## config.mk

```make
export PLATFORM = sky130hd
export DESIGN_NAME = pn_seq_ctrl
export DESIGN_NICKNAME = d
export VERILOG_FILES = /design/src/rtl/pn_seq_pkg.sv /design/src/rtl/pn_seq_div.sv /design/src/rtl/pn_seq_ctrl.sv
export SDC_FILE = /design/constraint.sdc
export NUM_CORES = 1
export LEC_CHECK = 0
export BUFFER_PORTS_ARGS = -buffer_cell sky130_fd_sc_hd__buf_2
export CORE_MARGIN = 1
export CORE_UTILIZATION = 35
export CTS_CLUSTER_DIAMETER = 50
export DETAILED_ROUTE_END_ITERATION = 16
export RECOVER_POWER = 25
export SYNTH_ARGS = -nofsm -noshare
export SYNTH_HDL_FRONTEND = slang
export SYNTH_SLANG_ARGS = --single-unit
```

## constraint.sdc

```tcl
create_clock -name clk -period 2.7 [get_ports clk]
set_clock_uncertainty 0.1 [all_clocks]
set_input_delay 0.27 -clock clk [delete_from_list [all_inputs] [get_ports clk]]
set_output_delay 0.27 -clock clk [all_outputs]
set_load 0.01 [all_outputs]
```

## src/rtl/pn_seq_pkg.sv

```systemverilog
// Shared definitions for the PN pattern sequencer: FSM states, pattern codes,
// divider width and small helpers used by the controller and its divider.
package pn_seq_pkg;

  localparam int DIV_W = 8;

  typedef enum logic [1:0] {
    ST_IDLE = 2'd0,
    ST_ARM  = 2'd1,
    ST_RUN  = 2'd2
  } state_t;

  typedef enum logic [1:0] {
    PAT_PN15  = 2'd0,
    PAT_PN31  = 2'd1,
    PAT_PN511 = 2'd2,
    PAT_ONES  = 2'd3
  } pat_t;

  // Pick the data bit for the selected pattern; all-ones ignores the generator.
  function automatic logic select_bit(input pat_t sel, input logic pn15,
                                      input logic pn31, input logic pn511);
    logic b;
    case (sel)
      PAT_PN15:  b = pn15;
      PAT_PN31:  b = pn31;
      PAT_PN511: b = pn511;
      default:   b = 1'b1;
    endcase
    return b;
  endfunction

  // Low-order mask covering divider bits [div_sel:0].
  function automatic logic [DIV_W-1:0] tick_mask(input logic [2:0] div_sel);
    logic [DIV_W-1:0] m;
    m = '0;
    for (int i = 0; i < DIV_W; i++) begin
      m[i] = (i <= int'(div_sel));
    end
    return m;
  endfunction

endpackage

```

## src/rtl/pn_seq_div.sv

```systemverilog
// Bit-period divider: free-running 8-bit count while running, a one-cycle
// tick when the selected low bits are all ones, and the line clock phase.
module pn_seq_div
  import pn_seq_pkg::*;
(
  input  logic       clk,
  input  logic       reset_n,
  input  logic       clear,
  input  logic       run,
  input  logic [2:0] div_sel,
  output logic       tick,
  output logic       bit_clk
);

  logic [DIV_W-1:0] cnt_div;
  logic [DIV_W-1:0] mask;
  logic             clk_phase;

  assign mask = tick_mask(div_sel);

  // Divider count: cleared while arming, advances every cycle of a run and wraps.
  always_ff @(posedge clk) begin
    if (!reset_n) begin
      cnt_div <= '0;
    end else if (clear) begin
      cnt_div <= '0;
    end else if (run) begin
      cnt_div <= cnt_div + 1'b1;
    end
  end

  // Line clock phase: a registered copy of the selected divider bit, zeroed when arming.
  always_ff @(posedge clk) begin
    if (!reset_n) begin
      clk_phase <= 1'b0;
    end else if (clear) begin
      clk_phase <= 1'b0;
    end else begin
      clk_phase <= cnt_div[div_sel];
    end
  end

  assign tick    = run && ((cnt_div & mask) == mask);
  assign bit_clk = run && clk_phase;

endmodule

```

## src/rtl/pn_seq_ctrl.sv

```systemverilog
// PN sequence controller: arms on start, latches the run configuration,
// paces bits from the divider tick, tracks frames and stops on a frame boundary.
module pn_seq_ctrl
  import pn_seq_pkg::*;
#(
  parameter int FRAME_W = 10,
  parameter int CNT_W   = 16
) (
  input  logic               clk,
  input  logic               reset_n,
  input  logic               start,
  input  logic               stop,
  input  logic [1:0]         pat_sel,
  input  logic [2:0]         div_sel,
  input  logic [FRAME_W-1:0] frame_len,
  input  logic               pn15,
  input  logic               pn31,
  input  logic               pn511,
  output logic               pn_adv,
  output logic               bit_clk,
  output logic               bit_data,
  output logic               bit_xd,
  output logic               bit_valid,
  output logic               busy,
  output logic               frame_start,
  output logic               frame_done,
  output logic [CNT_W-1:0]   frame_cnt
);

  state_t             state;
  state_t             state_next;
  pat_t               pat_q;
  logic [2:0]         div_q;
  logic [FRAME_W-1:0] len_q;
  logic [FRAME_W-1:0] bit_idx;
  logic               stop_pend;
  logic               tick;
  logic               arm;
  logic               run;
  logic               framed;
  logic               last_bit;
  logic               sel_bit;

  assign arm      = (state == ST_ARM);
  assign run      = (state == ST_RUN);
  assign framed   = (len_q != '0);
  assign last_bit = framed && (bit_idx == len_q - 1'b1);
  assign sel_bit  = select_bit(pat_q, pn15, pn31, pn511);
  assign pn_adv   = tick;

  pn_seq_div u_div (
    .clk     (clk),
    .reset_n (reset_n),
    .clear   (arm),
    .run     (run),
    .div_sel (div_q),
    .tick    (tick),
    .bit_clk (bit_clk)
  );

  // State register.
  always_ff @(posedge clk) begin
    if (!reset_n) begin
      state <= ST_IDLE;
    end else begin
      state <= state_next;
    end
  end

  // Next state and busy: a pending stop ends the run on the last bit of a frame,
  // or on the next bit when running continuously.
  always_comb begin
    state_next = state;
    busy       = 1'b0;
    case (state)
      ST_IDLE: begin
        if (start) state_next = ST_ARM;
      end
      ST_ARM: begin
        busy       = 1'b1;
        state_next = ST_RUN;
      end
      ST_RUN: begin
        busy = 1'b1;
        if (stop_pend && (framed ? frame_done : bit_valid)) state_next = ST_IDLE;
      end
      default: state_next = ST_IDLE;
    endcase
  end

  // Run configuration is captured once while arming and held for the whole run.
  always_ff @(posedge clk) begin
    if (!reset_n) begin
      pat_q <= PAT_PN15;
      div_q <= '0;
      len_q <= '0;
    end else if (arm) begin
      pat_q <= pat_t'(pat_sel);
      div_q <= div_sel;
      len_q <= frame_len;
    end
  end

  // Stop requests only count while running and are dropped outside a run.
  always_ff @(posedge clk) begin
    if (!reset_n) begin
      stop_pend <= 1'b0;
    end else if (!run) begin
      stop_pend <= 1'b0;
    end else if (stop) begin
      stop_pend <= 1'b1;
    end
  end

  // Data path: each tick registers the pattern bit and its running XOR; strobes follow the tick.
  always_ff @(posedge clk) begin
    if (!reset_n) begin
      bit_data    <= 1'b0;
      bit_xd      <= 1'b0;
      bit_valid   <= 1'b0;
      frame_start <= 1'b0;
      frame_done  <= 1'b0;
    end else begin
      bit_valid   <= tick;
      frame_start <= tick && framed && (bit_idx == '0);
      frame_done  <= tick && last_bit;
      if (arm) begin
        bit_data <= 1'b0;
        bit_xd   <= 1'b0;
      end else if (tick) begin
        bit_data <= sel_bit;
        bit_xd   <= bit_xd ^ sel_bit;
      end
    end
  end

  // Bit position within the frame, wrapping after the last bit.
  always_ff @(posedge clk) begin
    if (!reset_n || arm) begin
      bit_idx <= '0;
    end else if (tick && framed) begin
      bit_idx <= last_bit ? '0 : bit_idx + 1'b1;
    end
  end

  // Completed-frame counter, saturating so long runs never wrap back to zero.
  always_ff @(posedge clk) begin
    if (!reset_n || arm) begin
      frame_cnt <= '0;
    end else if (tick && last_bit && (frame_cnt != '1)) begin
      frame_cnt <= frame_cnt + 1'b1;
    end
  end

endmodule

```

Word level (Yosys, flattened, before mapping) --
Cells that the tools add are included.
Storage, ports and cells: bits in registers 58, input bits 22, output and inout bits 24, word-level logic and storage cells 65
Operators by class: $add $sub $neg 4, $lt $le $gt $ge 8, eq/ne operators 9, muxes and demuxes 9, bitwise logic cells 3, reduce and logical (&&, ||, !) cells 18
Operator list (number):
- $add A16 B1 Y16 const B | 1
- $ne A16 B16 Y1 const B | 1
- $le A3 B3 Y1 const A | 4
- $add A10 B1 Y10 const B | 1
- $eq A10 B10 Y1 | 1
- $logic_not A10 Y1 | 1
- $mux W10 | 1
- $reduce_bool A10 Y1 | 1
- $sub A10 B1 Y10 const B | 1
- $add A8 B1 Y8 const B | 1
- $and A8 B8 Y8 | 1
- $eq A8 B8 Y1 | 1
- $logic_and A1 B1 Y1 | 8
- $le A2 B3 Y1 const A | 2
- $pmux W2 S3 | 1
- $eq A2 B1 Y1 const B | 2
- $eq A2 B2 Y1 const B | 2
- $logic_not A2 Y1 | 2
- $lt A3 B4 Y1 const B | 1
- $mux W2 | 2
- $ne A2 B2 Y1 const B | 2
- $reduce_and A2 Y1 | 2
- $reduce_or A2 Y1 | 2
- $bmux W1 S3 | 1
- other kinds (7) | 9

Logic depth before layout (Yosys ltp) --
Gate-level depths: netlist of the first run.
depth after elaboration 6, mapped depth 11

Cells and area by module --
A second synthesis of the first run with hierarchy kept.
Unflattened totals: cell total of the unflattened synthesis 338, area, all modules 3067.9 um^2
By module, submodules not included:
- pn_seq_ctrl | times used 1, cells an instance 285, area an instance 2582.5 um^2, seq. area each 980.9 um^2
- pn_seq_div | times used 1, cells an instance 53, area an instance 485.5 um^2, seq. area each 180.2 um^2

Worst setup path after synthesis of the first run --
No wires, ideal clock.
path kind flip-flop to flip-flop, start point reg len_q[0], end point reg frame_cnt[1], setup time 0.128 ns, arrival time 2.336 ns, setup slack 0.137 ns, cell stages (with the launch flop) 12, cells stage by stage dfxtp_1 > inv_1 > ha_1 > or3b_4 > or3_1 > a21oi_2 > nor3b_2 > nand4b_2 > buf_2 > buf_4 > mux2i_1 > nor2_1
On the way: word-level cells in the longest chain between the ends 5
RTL lines:
- start: declaration | RTL line pn_seq_ctrl.sv:34 | logic [FRAME_W-1:0] len_q;
- start signal: assignment | RTL line pn_seq_ctrl.sv:100 | len_q <= frame_len;
- $sub A10 B1 Y10 | RTL line pn_seq_ctrl.sv:47 | assign last_bit = framed && (bit_idx == len_q - 1'b1);
- $eq A10 B10 Y1 | RTL line pn_seq_ctrl.sv:47
- $logic_and A1 B1 Y1 * | RTL line pn_seq_ctrl.sv:47
- $logic_and A1 B1 Y1 * (2 in series) | RTL line pn_seq_ctrl.sv:150 | end else if (tick && last_bit && (frame_cnt != '1)) begin
- end signal: assignment | RTL line pn_seq_ctrl.sv:151 | frame_cnt <= frame_cnt + 1'b1;
- end: declaration | RTL line pn_seq_ctrl.sv:27 | output logic [CNT_W-1:0] frame_cnt
Every way passes the cells marked *; elsewhere a longest branch is shown, timed or not. A chain may end at the register's enable or synchronous reset.

Worst setup path after layout of the first run --
start point reg len_q[1], end point reg frame_cnt[6]
Same word-level chain as after synthesis.

==> results of run 1 <==
-- worst max-delay path, delay by kind of cell, from the launching register on --
family,cells,cell delay [ns]
AOI/OAI and AO/OA,2,0.45
DFF,1,0.31
buffers and inverters,2,0.26
and+or+nand+nor,4,1.18
adders and majority gates,1,0.15
-- metal layers --
metal	track usage [%]	vias up	routed length, um	share of wire (%)
met2	25.95	39	3403	47
met1	20.30	1290	3395	47
met4	7.233	0	131	1.8
met5	0	-	0	0
met3	4.101	12	249	3.5
li1	-	1349	-	-
-- flip-flops by register name, indices dropped and copies added (netlist names) --
signal and count:
frame_start 1, state 2, u_div.clk_phase 1, stop_pend 1
pat_q 2, bit_valid 1, frame_done 1, frame_cnt 16
u_div.cnt_div 8, bit_xd 1, bit_data 1, div_q 3
bit_idx 10, len_q 10
-- power by group through the flow --
stage / combinational, uW / clock (uW) / sequential, uW
6_report: 352 / 791 / 909
5_1_grt: 389 / 859 / 912
4_1_cts: 352 / 818 / 908
3_5_place_dp: 349 / 0 / 927
3_3_place_gp: 348 / 0 / 927
2_1_floorplan: 263 / 0 / 920
-- through the flow --
stage / hold WS, ns / cells / cell area (um^2)
after floorplan: 0.3078 / 352 / 3169
after detailed placement: 0.3678 / 497 / 3533
after global routing: 0.07744 / 512 / 3692
after CTS: 0.03739 / 512 / 3719
after global placement: 0.3665 / 497 / 3533
final: 0.06934 / 512 / 3692
-- synthesized netlist by cell type, types with 2 or more instances --
cell	count
sky130_fd_sc_hd__dfxtp_1	58
sky130_fd_sc_hd__nor2_1	23
sky130_fd_sc_hd__nor2b_1	21
sky130_fd_sc_hd__o21ai_0	21
sky130_fd_sc_hd__a21oi_1	20
sky130_fd_sc_hd__mux2i_1	20
sky130_fd_sc_hd__or3_1	17
sky130_fd_sc_hd__xor2_1	17
sky130_fd_sc_hd__nand2_1	15
sky130_fd_sc_hd__nand3_1	14
sky130_fd_sc_hd__clkbuf_1	13
sky130_fd_sc_hd__and3_1	12
sky130_fd_sc_hd__ha_1	9
sky130_fd_sc_hd__inv_1	9
sky130_fd_sc_hd__nand4_1	9
sky130_fd_sc_hd__xnor2_1	9
sky130_fd_sc_hd__nor3_1	7
sky130_fd_sc_hd__and2_1	6
sky130_fd_sc_hd__nand2b_1	5
sky130_fd_sc_hd__and4_1	3
sky130_fd_sc_hd__buf_4	3
sky130_fd_sc_hd__mux4_2	3
sky130_fd_sc_hd__o211a_1	3
sky130_fd_sc_hd__a21boi_0	2
sky130_fd_sc_hd__a31o_2	2
sky130_fd_sc_hd__buf_1	2
sky130_fd_sc_hd__buf_6	2
sky130_fd_sc_hd__nand3b_1	2
sky130_fd_sc_hd__nor4_1	2
sky130_fd_sc_hd__o2111ai_1	2
sky130_fd_sc_hd__o22ai_1	2
-- cells by family after synthesis --
group | synth area share (%)
buffers and inverters | 4.421
AO/OA/AOI/OAI | 12.52
adder cells (fa/ha/maj) | 3.553
flip-flops | 36.64
XOR/XNOR | 7.896
AND/OR/NAND/NOR | 26.17
multiplexers | 8.804
-- final cells by class --
class	count	area, um^2	area share [%]
clock buffer	12	145.1	3.931
clock inverter	3	40.04	1.084
inverter	9	33.78	0.9149
multi-input combinational	264	1868	50.59
sequential	58	1161	31.45
tap	108	135.1	3.660
timing repair buffer	58	309.0	8.370
-- cell usage in the layout (no fill, tap or decap), types with 5 or more instances in the layout --
| cell type | instances |
|---|---|
| sky130_fd_sc_hd__dfxtp_1 | 58 |
| sky130_fd_sc_hd__ha_1 | 9 |
| sky130_fd_sc_hd__clkbuf_1 | 21 |
| sky130_fd_sc_hd__buf_2 | 27 |
| sky130_fd_sc_hd__nor3_1 | 7 |
| sky130_fd_sc_hd__nand2_1 | 15 |
| sky130_fd_sc_hd__and2_1 | 6 |
| sky130_fd_sc_hd__o21ai_0 | 21 |
| sky130_fd_sc_hd__clkbuf_8 | 10 |
| sky130_fd_sc_hd__nand4_1 | 9 |
| sky130_fd_sc_hd__inv_1 | 9 |
| sky130_fd_sc_hd__buf_4 | 11 |
| sky130_fd_sc_hd__xnor2_1 | 9 |
| sky130_fd_sc_hd__nor2_1 | 23 |
| sky130_fd_sc_hd__mux2i_1 | 20 |
| sky130_fd_sc_hd__and3_1 | 12 |
| sky130_fd_sc_hd__nand2b_1 | 5 |
| sky130_fd_sc_hd__or3_1 | 17 |
| sky130_fd_sc_hd__a21oi_1 | 20 |
| sky130_fd_sc_hd__nand3_1 | 14 |
| sky130_fd_sc_hd__nor2b_1 | 21 |
| sky130_fd_sc_hd__xor2_1 | 17 |
-- worst paths after layout --
| path | startpoint | end | slack, ns |
|---|---|---|---|
| worst max register to register | len_q[1]$_SDFFE_PN0P_ | frame_cnt[6]$_SDFFE_PP0P_ | 0.16 |
| worst max-delay path | len_q[1]$_SDFFE_PN0P_ | frame_cnt[6]$_SDFFE_PP0P_ | 0.16 |
| worst min-delay path | stop | stop_pend$_SDFFE_PN0P_ | 0.07 |
| worst min register to register | bit_data$_SDFFE_PP0N_ | bit_data$_SDFFE_PP0N_ | 0.38 |
==> summary by stage, run 1 <==
Outcome
The flow ran to the end, and the final reports show no timing, DRC or antenna violations.

STA
The hold violation count in the final report is 0. Setup repair after global routing left no endpoint under its margin. The number of slew-limit violations in the final report is 0. The clock period minus final worst setup slack is 2.544 ns. Setup violations remaining at the end of the flow were counted as 0. The summed negative setup slack over all endpoints is 0 ns. For the pin with the worst max-slew slack, the measured transition is between 0.4 and 0.5 ns.

In the finished design, the share of the clock period the worst path needs comes to between 90% and 100%. The worst-case headroom to the max-slew limit is 68.81%. After layout, the worst setup slack is about 0.16 ns. The fmax is between 300 and 400 MHz.

Floorplan
46 I/O pins were placed. The placeable core region is a little under 9000 um^2. The full die area is approximately 9400 um^2.

The floorplan step set the die width to just under 100 um. The floorplan has 34 rows. From bottom edge to top edge, the die measures a little under 100 um. The initial standard-cell utilization of the core is 36.17%.

Drt
The remaining antenna violation count after routing is 0. The routed design has approximately 7200 um of wire. After the first detailed-routing iteration, the DRC count stood at 73. Dividing the detail-routed wire length by the instance count gives 14.02 um. For this run, design rule violations remaining after detail routing come to 0. The final route contains between 2000 and 3000 vias.

Dividing the detail-routed via count by the number of cells gives ~5.3. For this run, the detailed router's first-pass iteration total came to 4.

Clock tree
The worst-case clock buffer depth is 2. The CTS clock-pin slew for the worst setup and hold paths is 0.06 ns. The count of instances resized after the clock tree is built is 0. TritonCTS built the clock tree.

The count of buffers added by post-CTS timing repair for setup is 0. The number of buffers created by CTS is 9. The library cell used as clock root buffer is sky130_fd_sc_hd__clkbuf_8. The H-tree was split into 3 levels. The later-pin clock latency in the skew report is around 0.35 ns. In this run, post-CTS hold repair placed 0 buffers. The number of clock sinks is 58.

Synth
The number of enable flip-flop cells after synthesis is 0. The average cell area after synthesis is about 9 um^2. The fraction of registers with async set or reset after synthesis is 0%.

Yosys attributes the largest share of cell area to sky130_fd_sc_hd__dfxtp_1 (37%), sky130_fd_sc_hd__mux2i_1 (6.3%), sky130_fd_sc_hd__xor2_1 (4.7%). Counting every instance in the synthesized netlist gives around 350. The dominant cell type by area after synthesis is sky130_fd_sc_hd__dfxtp_1. The netlist area before placement is 3169 um^2. The Yosys step of the flow raised 0 warnings.

After synthesis, the largest area contributor takes up about 37% of total cell area. The share of the Yosys chip area taken by registers is roughly 37%. The count of unique library cells instantiated by Yosys is 50. The most common flop cell mapped by yosys is sky130_fd_sc_hd__dfxtp_1. The number of nets handed over by synthesis was 383. The synthesized design contains 58 register bits.

Critical path
The kind of launch point of the worst setup path is a flop. The critical path goes through inv_1 > ha_1 > or3b_4 > o41ai_2 > nor3b_2 > nand4b_2 > buf_12 > or3_1 > a21oi_1. Data on the critical path is required at its endpoint by 2.87 ns. STA classifies the critical path endpoint as a flop. On the worst path, the slowest cell contributes a delay of ~0.41 ns. The maximum net fanout on the critical path is 30.

The worst path arrival time is between 2 and 3 ns. The worst setup path is of the reg2reg kind. For the worst flop-to-flop path, the logic depth is 9. The slowest cell on the critical path is sky130_fd_sc_hd__or3b_4.

Global route
The initial antenna violation count is 0. The number of global-route vias before repair is approximately 2500. The largest net degree at the start of global routing is 31.

Global routing used ~16% of the available tracks. The total congestion overflow is 0. The first-pass GRT wire length is 12160 um.

Power
The switching power summed over all nets is 567.7 uW. Combinational logic is responsible for between 15 and 20% of the overall power. Total power for the finished layout comes to 2052 uW. The internal power of the cells is 1484 uW.

Dividing total power by cell area gives a power density of roughly 560 nW/um^2. The power share of the clock group is a little under 40%. The worst supply voltage drop on vdd is 171.9 uV.

Net switching is around 28% of the power. The leakage power figure is approximately 0.0014 uW. The sequential share of power is 44.3%.

Place
The routability congestion estimate from global placement is about 0.85. The number of port buffers is 45. The total half-perimeter wirelength after legalization and detailed placement is 5061 um. Prior to clock tree synthesis, the placed netlist has a worst setup slack of ~0.15 ns.

Cells and area
Compared with the post-synthesis result, the final layout area differs by 16.50%. Once layout is complete, the utilization of the core stands at a little over two fifths. In the final layout, the share of cells above drive strength 1 is 16.34%.

The layout has slightly below 900 filler cells. 0 antenna diodes ended up in the layout. The post-layout net count is around 430.

Min path
Along the worst hold path, the cell count comes to 2. The worst min-delay path category is in2reg.

Job
The number of max-capacitance violations reported is 0.
Power figures use the tool's default switching activity.
==> inputs of run 2 (changes only) <==
--- a/config.mk
+++ b/config.mk
@@ -6,10 +6,13 @@
 export NUM_CORES = 1
 export LEC_CHECK = 0
 export BUFFER_PORTS_ARGS = -buffer_cell sky130_fd_sc_hd__buf_2
+export CELL_PAD_IN_SITES_DETAIL_PLACEMENT = 2
+export CELL_PAD_IN_SITES_GLOBAL_PLACEMENT = 2
 export CORE_MARGIN = 1
-export CORE_UTILIZATION = 35
+export CORE_UTILIZATION = 31
 export CTS_CLUSTER_DIAMETER = 50
 export DETAILED_ROUTE_END_ITERATION = 16
+export PLACE_DENSITY_LB_ADDON = 0.1
 export RECOVER_POWER = 25
 export SYNTH_ARGS = -nofsm -noshare
 export SYNTH_HDL_FRONTEND = slang
==> run 2 against run 1 <==
Die area is 13% higher. Largest power group unchanged. Via count grew 5.5%. Utilization decreased by 1.7 points. Register-to-register slack worse by 0.15 ns. Clock power rose by 2%. Critical endpoint is now frame_cnt[13]$_SDFFE_PP0P_. First-iteration DRC count decreased by 22%. Sequential power is 0.6% higher. Total power grew 4.8%. Count of clock-buffer cells in the layout decreased by 1. Final area up 7.6%. Largest cell class unchanged. Routed wire length grew 40%. Non-clock buffer count rose by 14.
==> summary by stage, run 2 (synthesis gave the netlist of run 1 again) <==
Clock tree
The count of hold-fix buffers inserted at cts is 0 (unchanged). TritonCTS built the clock tree. The number of clock sinks came to 58 (unchanged). The later-pin clock latency in the skew report is 0.35 ns (about the same).

In this run the clock root is driven by a sky130_fd_sc_hd__clkbuf_8. The worst-case clock buffer depth was 2 (unchanged). The CTS clock-pin slew for the worst setup and hold paths is 0.07 ns (about the same). The number of buffers created by CTS was 9 (unchanged). The number of levels the H-tree was split into is 3 (unchanged).

Cells and area
The layout filler cell count came to 1127 (+26%). The number of flip-flops in the largest register came to 16 (unchanged). The largest registers in the layout are frame_cnt x16, bit_idx x10, len_q x10. The library cell used most frequently in the layout, excluding fill and tap cells, is sky130_fd_sc_hd__dfxtp_1.

The area growth from synthesis to layout is 25.38%. The area of all placed cells without fillers is 3974 um^2 (+7.6%). The share of post-route cells with drive strength above 1 is 23.50% (+7.2 points). The number of diodes added for antenna fixing is 0 (unchanged).

The final non-filler cell total came to 550 (+7.4%). The post-layout net count is 445 (+3.2%). Counting flops per register, the top entry is frame_cnt. In the layout the commonest cells are sky130_fd_sc_hd__dfxtp_1 (56), sky130_fd_sc_hd__buf_2 (30), sky130_fd_sc_hd__nor2_1 (23), sky130_fd_sc_hd__buf_4 (23), sky130_fd_sc_hd__nor2b_1 (21). The post-route core utilization is 40.47% (-1.7 points).

Critical path
The highest cell delay on the worst timing path is 0.41 ns (about the same). The critical path class is reg2reg. The kind of launch point of the worst setup path is a flop. The startpoint of the worst setup timing path is len_q[1]$_SDFFE_PN0P_. The worst register-to-register path begins at len_q[1]$_SDFFE_PN0P_. For this design, the slowest cell found on the critical path is sky130_fd_sc_hd__or3b_4. The worst path required time was 2.88 ns (about the same). The maximum net fanout on the critical path is 8 (-73%). Traced cell by cell, the critical path runs through inv_4 > ha_4 > or3b_4 > o41ai_4 > nor3b_4 > nand4b_4 > buf_12 > or3_1 > a21oi_1. The worst path arrival time came to 2.87 ns (+0.15 ns).

STA classifies the critical path endpoint as a flop.

Power
The ratio of total power to cell area is 540.9 nW/um^2 (-2.7%). The worst supply voltage drop on vdd is 311.1 uV (+81%). The leakage power figure came to 0.001558 uW (+9.1%). The overall power after layout was 2149 uW (+4.8%).

Place
The number of port buffers is 45 (unchanged). The routability congestion estimate from global placement is 0.7804 (-8.5%). The post-placement cell area was 3572 um^2 (+1.1%). The placed cell count came to 523 (+5.2%).

The total half-perimeter wirelength after legalization and detailed placement is 6694 um (+32%).

Floorplan
The full die area came to 10630 um^2 (+13%). The number of primary I/O pins is 46 (unchanged). The initial standard-cell utilization of the core is 32.28% (-3.9 points). The number of cell rows is 36 (+5.9%). The die width came to 103.1 um (+6.1%). The height of the chip is 103.1 um (+6.1%). The placeable core region is 9819 um^2 (+12%).

STA
The number of slew-limit violations in the final report is 0 (unchanged). The worst-case headroom to the max-slew limit is 64.50% (-4.3 points). The summed negative setup slack over all endpoints came to 0 ns (unchanged).

The slew at the pin closest to its max-slew limit was 0.5324 ns (+0.06457 ns). The hold violation count in the final report is 0 (unchanged). The clock period minus final worst setup slack is 2.693 ns (+0.1490 ns). The final number of setup-violating endpoints is 0 (unchanged). The fmax came to 371.3 MHz (-5.5%). Setup repair after global routing could not meet its margin everywhere. The portion of the clock cycle consumed by the worst path in the final layout is 99.76% (+5.5 points).

Global route
The largest net degree at the start of global routing is 23 (-26%). The total congestion overflow is 0 (unchanged). The met1 track demand over resource is 22.71% (+2.4 points). The fraction of met2 tracks used by global routing is 35.95% (+10 points). The aggregate global-route resource usage is 19.68% (+3.6 points).

The first-pass GRT wire length came to 15520 um (+28%). The initial antenna violation count is 0 (unchanged). The busiest layer in global routing is met2. The number of global-route vias before repair is 2994 (+18%). The met3 track demand over resource was 4.068% (-0.033 points).

Drt
The remaining antenna violation count after routing came to 0 (unchanged). The number of remaining DRC errors was 0 (unchanged). The violation count after the first detailed-route iteration is 57 (-22%).

The wire length per cell after detailed routing came to 18.32 um (+31%). The number of iterations in the first detailed-routing pass is 4 (unchanged). The routed wire length is 10080 um (+40%).

The via total after detailed routing is 2838 (+5.5%). The per-cell via count in the routed design is 5.160 (-1.8%).

Job
The number of max-capacitance violations reported is 0 (unchanged).

Min path
The beginning of the worst hold path is stop. The worst min-delay path category is in2reg.

Outcome
The run finished with clean final reports.
==> run 2: changes by cell type in the layout (fill, tap and decap cells not counted), sizes merged <==
cell    change
buf        +16
clkbuf      -3
==> run 2: per-stage QoR <==
step,setup WS (ns),hold WS (ns)
finish,0.006581,0.05197
global route,-0.09982,0.05582
CTS,-0.02812,0.03880
detailed placement,-0.07160,0.3696
global placement,-0.01638,0.3674
floorplan,0.1368,0.3078
==> run 2: worst max-delay path: cells and delay by family, from the launching register on <==
family	cells	cell delay [ns]
AO/OA/AOI/OAI	2	0.50
adder cells (fa/ha/maj)	1	0.12
buffers and inverters	2	0.26
flip-flops	1	0.36
AND/OR/NAND/NOR	4	1.27
==> run 2: path summary, 6_finish.rpt <==
kind | slack (ns) | endpoint | cells past startpoint
setup / recovery | 0.007 | frame_cnt[13]$_SDFFE_PP0P_ | 9
hold reg to reg | 0.38 | bit_data$_SDFFE_PP0N_ | 2
hold / removal | 0.05 | stop_pend$_SDFFE_PN0P_ | 2
setup reg to reg | 0.007 | frame_cnt[13]$_SDFFE_PP0P_ | 9
==> run 2: where the power goes <==
part	internal, uW	total (uW)	switching, uW
sequential	880	914	33.8
clock	463	808	345
combinational	192	428	236
total	1530	2150	615
==> run 2: what timing repair did <==
| action | CTS | global route |
|---|---|---|
| buffers inserted | 6 | 5 |
| cloned | 2 | 0 |
| endpoints found under the setup margin | 14 | 22 |
| pin swaps | 17 | 14 |
| gates resized for setup | 18 | 14 |
==> run 2: layout make-up <==
type	instances	area, um^2	area share, %
Multi-Input combinational cell	264	1953	49.15
Clock inverter	3	40.04	1.008
Inverter	9	38.79	0.9761
Sequential cell	58	1169	29.41
Tap cell	133	166.4	4.188
Clock buffer	11	151.4	3.810
Timing Repair Buffer	72	455.4	11.46
==> run 2: routing by layer <==
layer	wire length [um]	up-vias	part of all wire [%]
met1	4394	1418	44
met4	200	0	2.0
met5	0	-	0
li1	-	1372	-
met3	200	12	2.0
met2	5281	36	52
==> inputs of run 3 (changes only) <==
--- a/config.mk
+++ b/config.mk
@@ -12,8 +12,10 @@
 export CORE_UTILIZATION = 31
 export CTS_CLUSTER_DIAMETER = 50
 export DETAILED_ROUTE_END_ITERATION = 16
+export HOLD_SLACK_MARGIN = 0.08
 export PLACE_DENSITY_LB_ADDON = 0.1
 export RECOVER_POWER = 25
+export REMOVE_ABC_BUFFERS = 1
 export SYNTH_ARGS = -nofsm -noshare
 export SYNTH_HDL_FRONTEND = slang
 export SYNTH_SLANG_ARGS = --single-unit
==> run 3 against run 2 <==
Register-to-register slack about the same. Sequential cell count is the same. Non-clock buffer count decreased by 5. Sequential power barely moved. First-iteration DRC count decreased by 1.8%. Clock power is 6.6% lower. Final area grew 0.47%. Hold slack improved by 0.032 ns. Critical path depth unchanged. Fmax grew 0.13%. Combinational power decreased by 8.2%. Utilization increased by 0.19 points.
==> summary by stage, run 3 (synthesis gave the netlist of run 1 again) <==
Outcome
The run finished with clean final reports.

STA
The portion of the clock cycle consumed by the worst path in the final layout is 99.63% (-0.13 points). The final number of setup-violating endpoints is 0 (unchanged). The worst hold-check slack is 0.08424 ns (+0.03228 ns). The fmax is 371.8 MHz (+0.13%). The hold violation count in the final report is 0 (unchanged). The summed negative setup slack over all endpoints came to 0 ns (unchanged). The number of slew-limit violations in the final report is 0 (unchanged). The worst path setup slack after routing was 0.01002 ns (+0.003441 ns). The worst-case headroom to the max-slew limit is 68.58% (+4.1 points). The clock period minus final worst setup slack is 2.690 ns (-0.003441 ns). The slew at the pin closest to its max-slew limit is 0.4677 ns (-0.06476 ns). Setup repair after global routing could not meet its margin everywhere.

Floorplan
The placeable core region is 9819 um^2 (unchanged). The number of primary I/O pins is 46 (unchanged). The die width is 103.1 um (unchanged). The number of cell rows was 36 (unchanged).

The full die area was 10630 um^2 (unchanged). The initial standard-cell utilization of the core is 32.28% (unchanged). The height of the chip was 103.1 um (unchanged).

Critical path
The worst path arrival time is 2.86 ns (about the same). The critical path class is reg2reg. The nature of the critical path endpoint is a flop.

The startpoint identified for the worst register-to-register timing path is len_q[1]$_SDFFE_PN0P_. Tracing the worst setup path back leads to its startpoint at len_q[1]$_SDFFE_PN0P_. The worst path required time came to 2.87 ns (about the same). The kind of launch point of the worst setup path is a flop.

The maximum net fanout on the critical path is 7 (-1).

Cells and area
The area of all placed cells without fillers was 3993 um^2 (+0.47%). The share of post-route cells with drive strength above 1 was 26.09% (+2.6 points). The largest registers in the layout are frame_cnt x16, bit_idx x10, len_q x10.

The library cell used most frequently in the layout, excluding fill and tap cells, is sky130_fd_sc_hd__dfxtp_1. The number of diodes added for antenna fixing is 0 (unchanged). The post-layout net count is 440 (-1.1%). The register bank with the most flops is frame_cnt. The area growth from synthesis to layout is 25.98%.

The number of flip-flops in the largest register is 16 (unchanged). In the layout the commonest cells are sky130_fd_sc_hd__dfxtp_1 (56), sky130_fd_sc_hd__buf_2 (31), sky130_fd_sc_hd__nor2_1 (23).

Global route
The aggregate global-route resource usage is 18.01% (-1.7 points). The total congestion overflow came to 0 (unchanged). The first-pass GRT wire length came to 14300 um (-7.8%). The initial antenna violation count is 0 (unchanged). The number of global-route vias before repair is 2765 (-7.6%). The largest net degree at the start of global routing is 31 (+35%).

Power
The leakage power figure is 0.001541 uW (-1.1%). The overall power after layout is 2062 uW (-4.1%). The worst supply voltage drop on vdd was 270.5 uV (-13%). The ratio of total power to cell area is 516.4 nW/um^2 (-4.5%).

Clock tree
In this run the clock root is driven by a sky130_fd_sc_hd__clkbuf_8. The worst-case clock buffer depth is 2 (unchanged). The number of clock sinks came to 58 (unchanged). TritonCTS built the clock tree. The number of buffers created by CTS was 9 (unchanged). The number of levels the H-tree was split into is 3 (unchanged). The later-pin clock latency in the skew report is 0.34 ns (about the same). The CTS clock-pin slew for the worst setup and hold paths came to 0.07 ns (about the same).

Job
The number of max-capacitance violations reported came to 0 (unchanged).

Min path
The worst hold path belongs to the class in2reg. The worst hold path begins at pat_sel[0].

Drt
The number of iterations in the first detailed-routing pass was 4 (unchanged). The via total after detailed routing was 2786 (-1.8%). The per-cell via count in the routed design is 5.093 (-1.3%). The remaining antenna violation count after routing is 0 (unchanged). The routed wire length is 9217 um (-8.5%). The violation count after the first detailed-route iteration is 56 (-1.8%).

The number of remaining DRC errors was 0 (unchanged). The wire length per cell after detailed routing is 16.85 um (-8.0%).

Place
The routability congestion estimate from global placement is 0.8230 (+5.5%). The placement-stage worst setup slack is -0.007185 ns (+0.06442 ns). The total half-perimeter wirelength after legalization and detailed placement is 6499 um (-2.9%). The post-placement cell area was 3565 um^2 (-0.21%). The number of port buffers is 45 (unchanged).
[run 3: worst paths after layout]
kind | end | slack, ns | cells past startpoint
max reg2reg | frame_cnt[3]$_SDFFE_PP0P_ | 0.01 | 9
min | pat_q[0]$_SDFFE_PN0P_ | 0.08 | 3
min reg2reg | bit_data$_SDFFE_PP0N_ | 0.39 | 2
max | frame_cnt[3]$_SDFFE_PP0P_ | 0.01 | 9
[run 3: critical path: stages (launching register included)]
cell and delay, ns:
sky130_fd_sc_hd__dfxtp_4 0.37, sky130_fd_sc_hd__inv_4 0.07, sky130_fd_sc_hd__ha_4 0.13, sky130_fd_sc_hd__or3b_4 0.41
sky130_fd_sc_hd__o41ai_4 0.37, sky130_fd_sc_hd__nor3b_4 0.30, sky130_fd_sc_hd__nand4b_4 0.19, sky130_fd_sc_hd__clkbuf_16 0.21
sky130_fd_sc_hd__or3_1 0.32, sky130_fd_sc_hd__a21oi_2 0.13
[run 3: power breakdown]
part | total [uW] | internal [uW] | leakage, uW | switching (uW)
clock | 755 | 406 | 0.0000965 | 349
combinational | 393 | 181 | 0.000974 | 212
sequential | 914 | 880 | 0.000471 | 33.8
total | 2060 | 1470 | 0.00154 | 595
[run 3: cell type report]
type	count	area [um^2]
Fill cell	1149	5827
Multi-Input combinational cell	264	2013
Sequential cell	58	1169
Timing Repair Buffer	67	422.9
Clock buffer	14	172.7
Tap cell	133	166.4
Inverter	9	38.79
Clock inverter	2	10.01
[run 3: through the flow]
| stage | util (%) | cells |
|---|---|---|
| floorplan | - | 331 |
| global placement | 36.30 | 522 |
| detailed placement | 36.30 | 522 |
| CTS | 38.49 | 539 |
| global route | 40.66 | 547 |
| finish | 40.66 | 547 |
[run 3: metal layers]
metal	vias to the layer above	track usage, %	part of all wire [%]
met5	-	0	0
met4	0	7.476	1.6
met3	12	3.119	2.6
met2	37	28.77	47
met1	1371	24.01	49
li1	1366	-	-
[run 3: timing repair]
action                                  4_1_cts  5_1_grt
pin swaps                                     0       28
setup buffers                                 0        6
endpoints found under the hold margin         1        0
gates cloned                                  0        2
gates resized for setup                       4       48
endpoints found under the setup margin       14       17
hold buffers                                  1        0
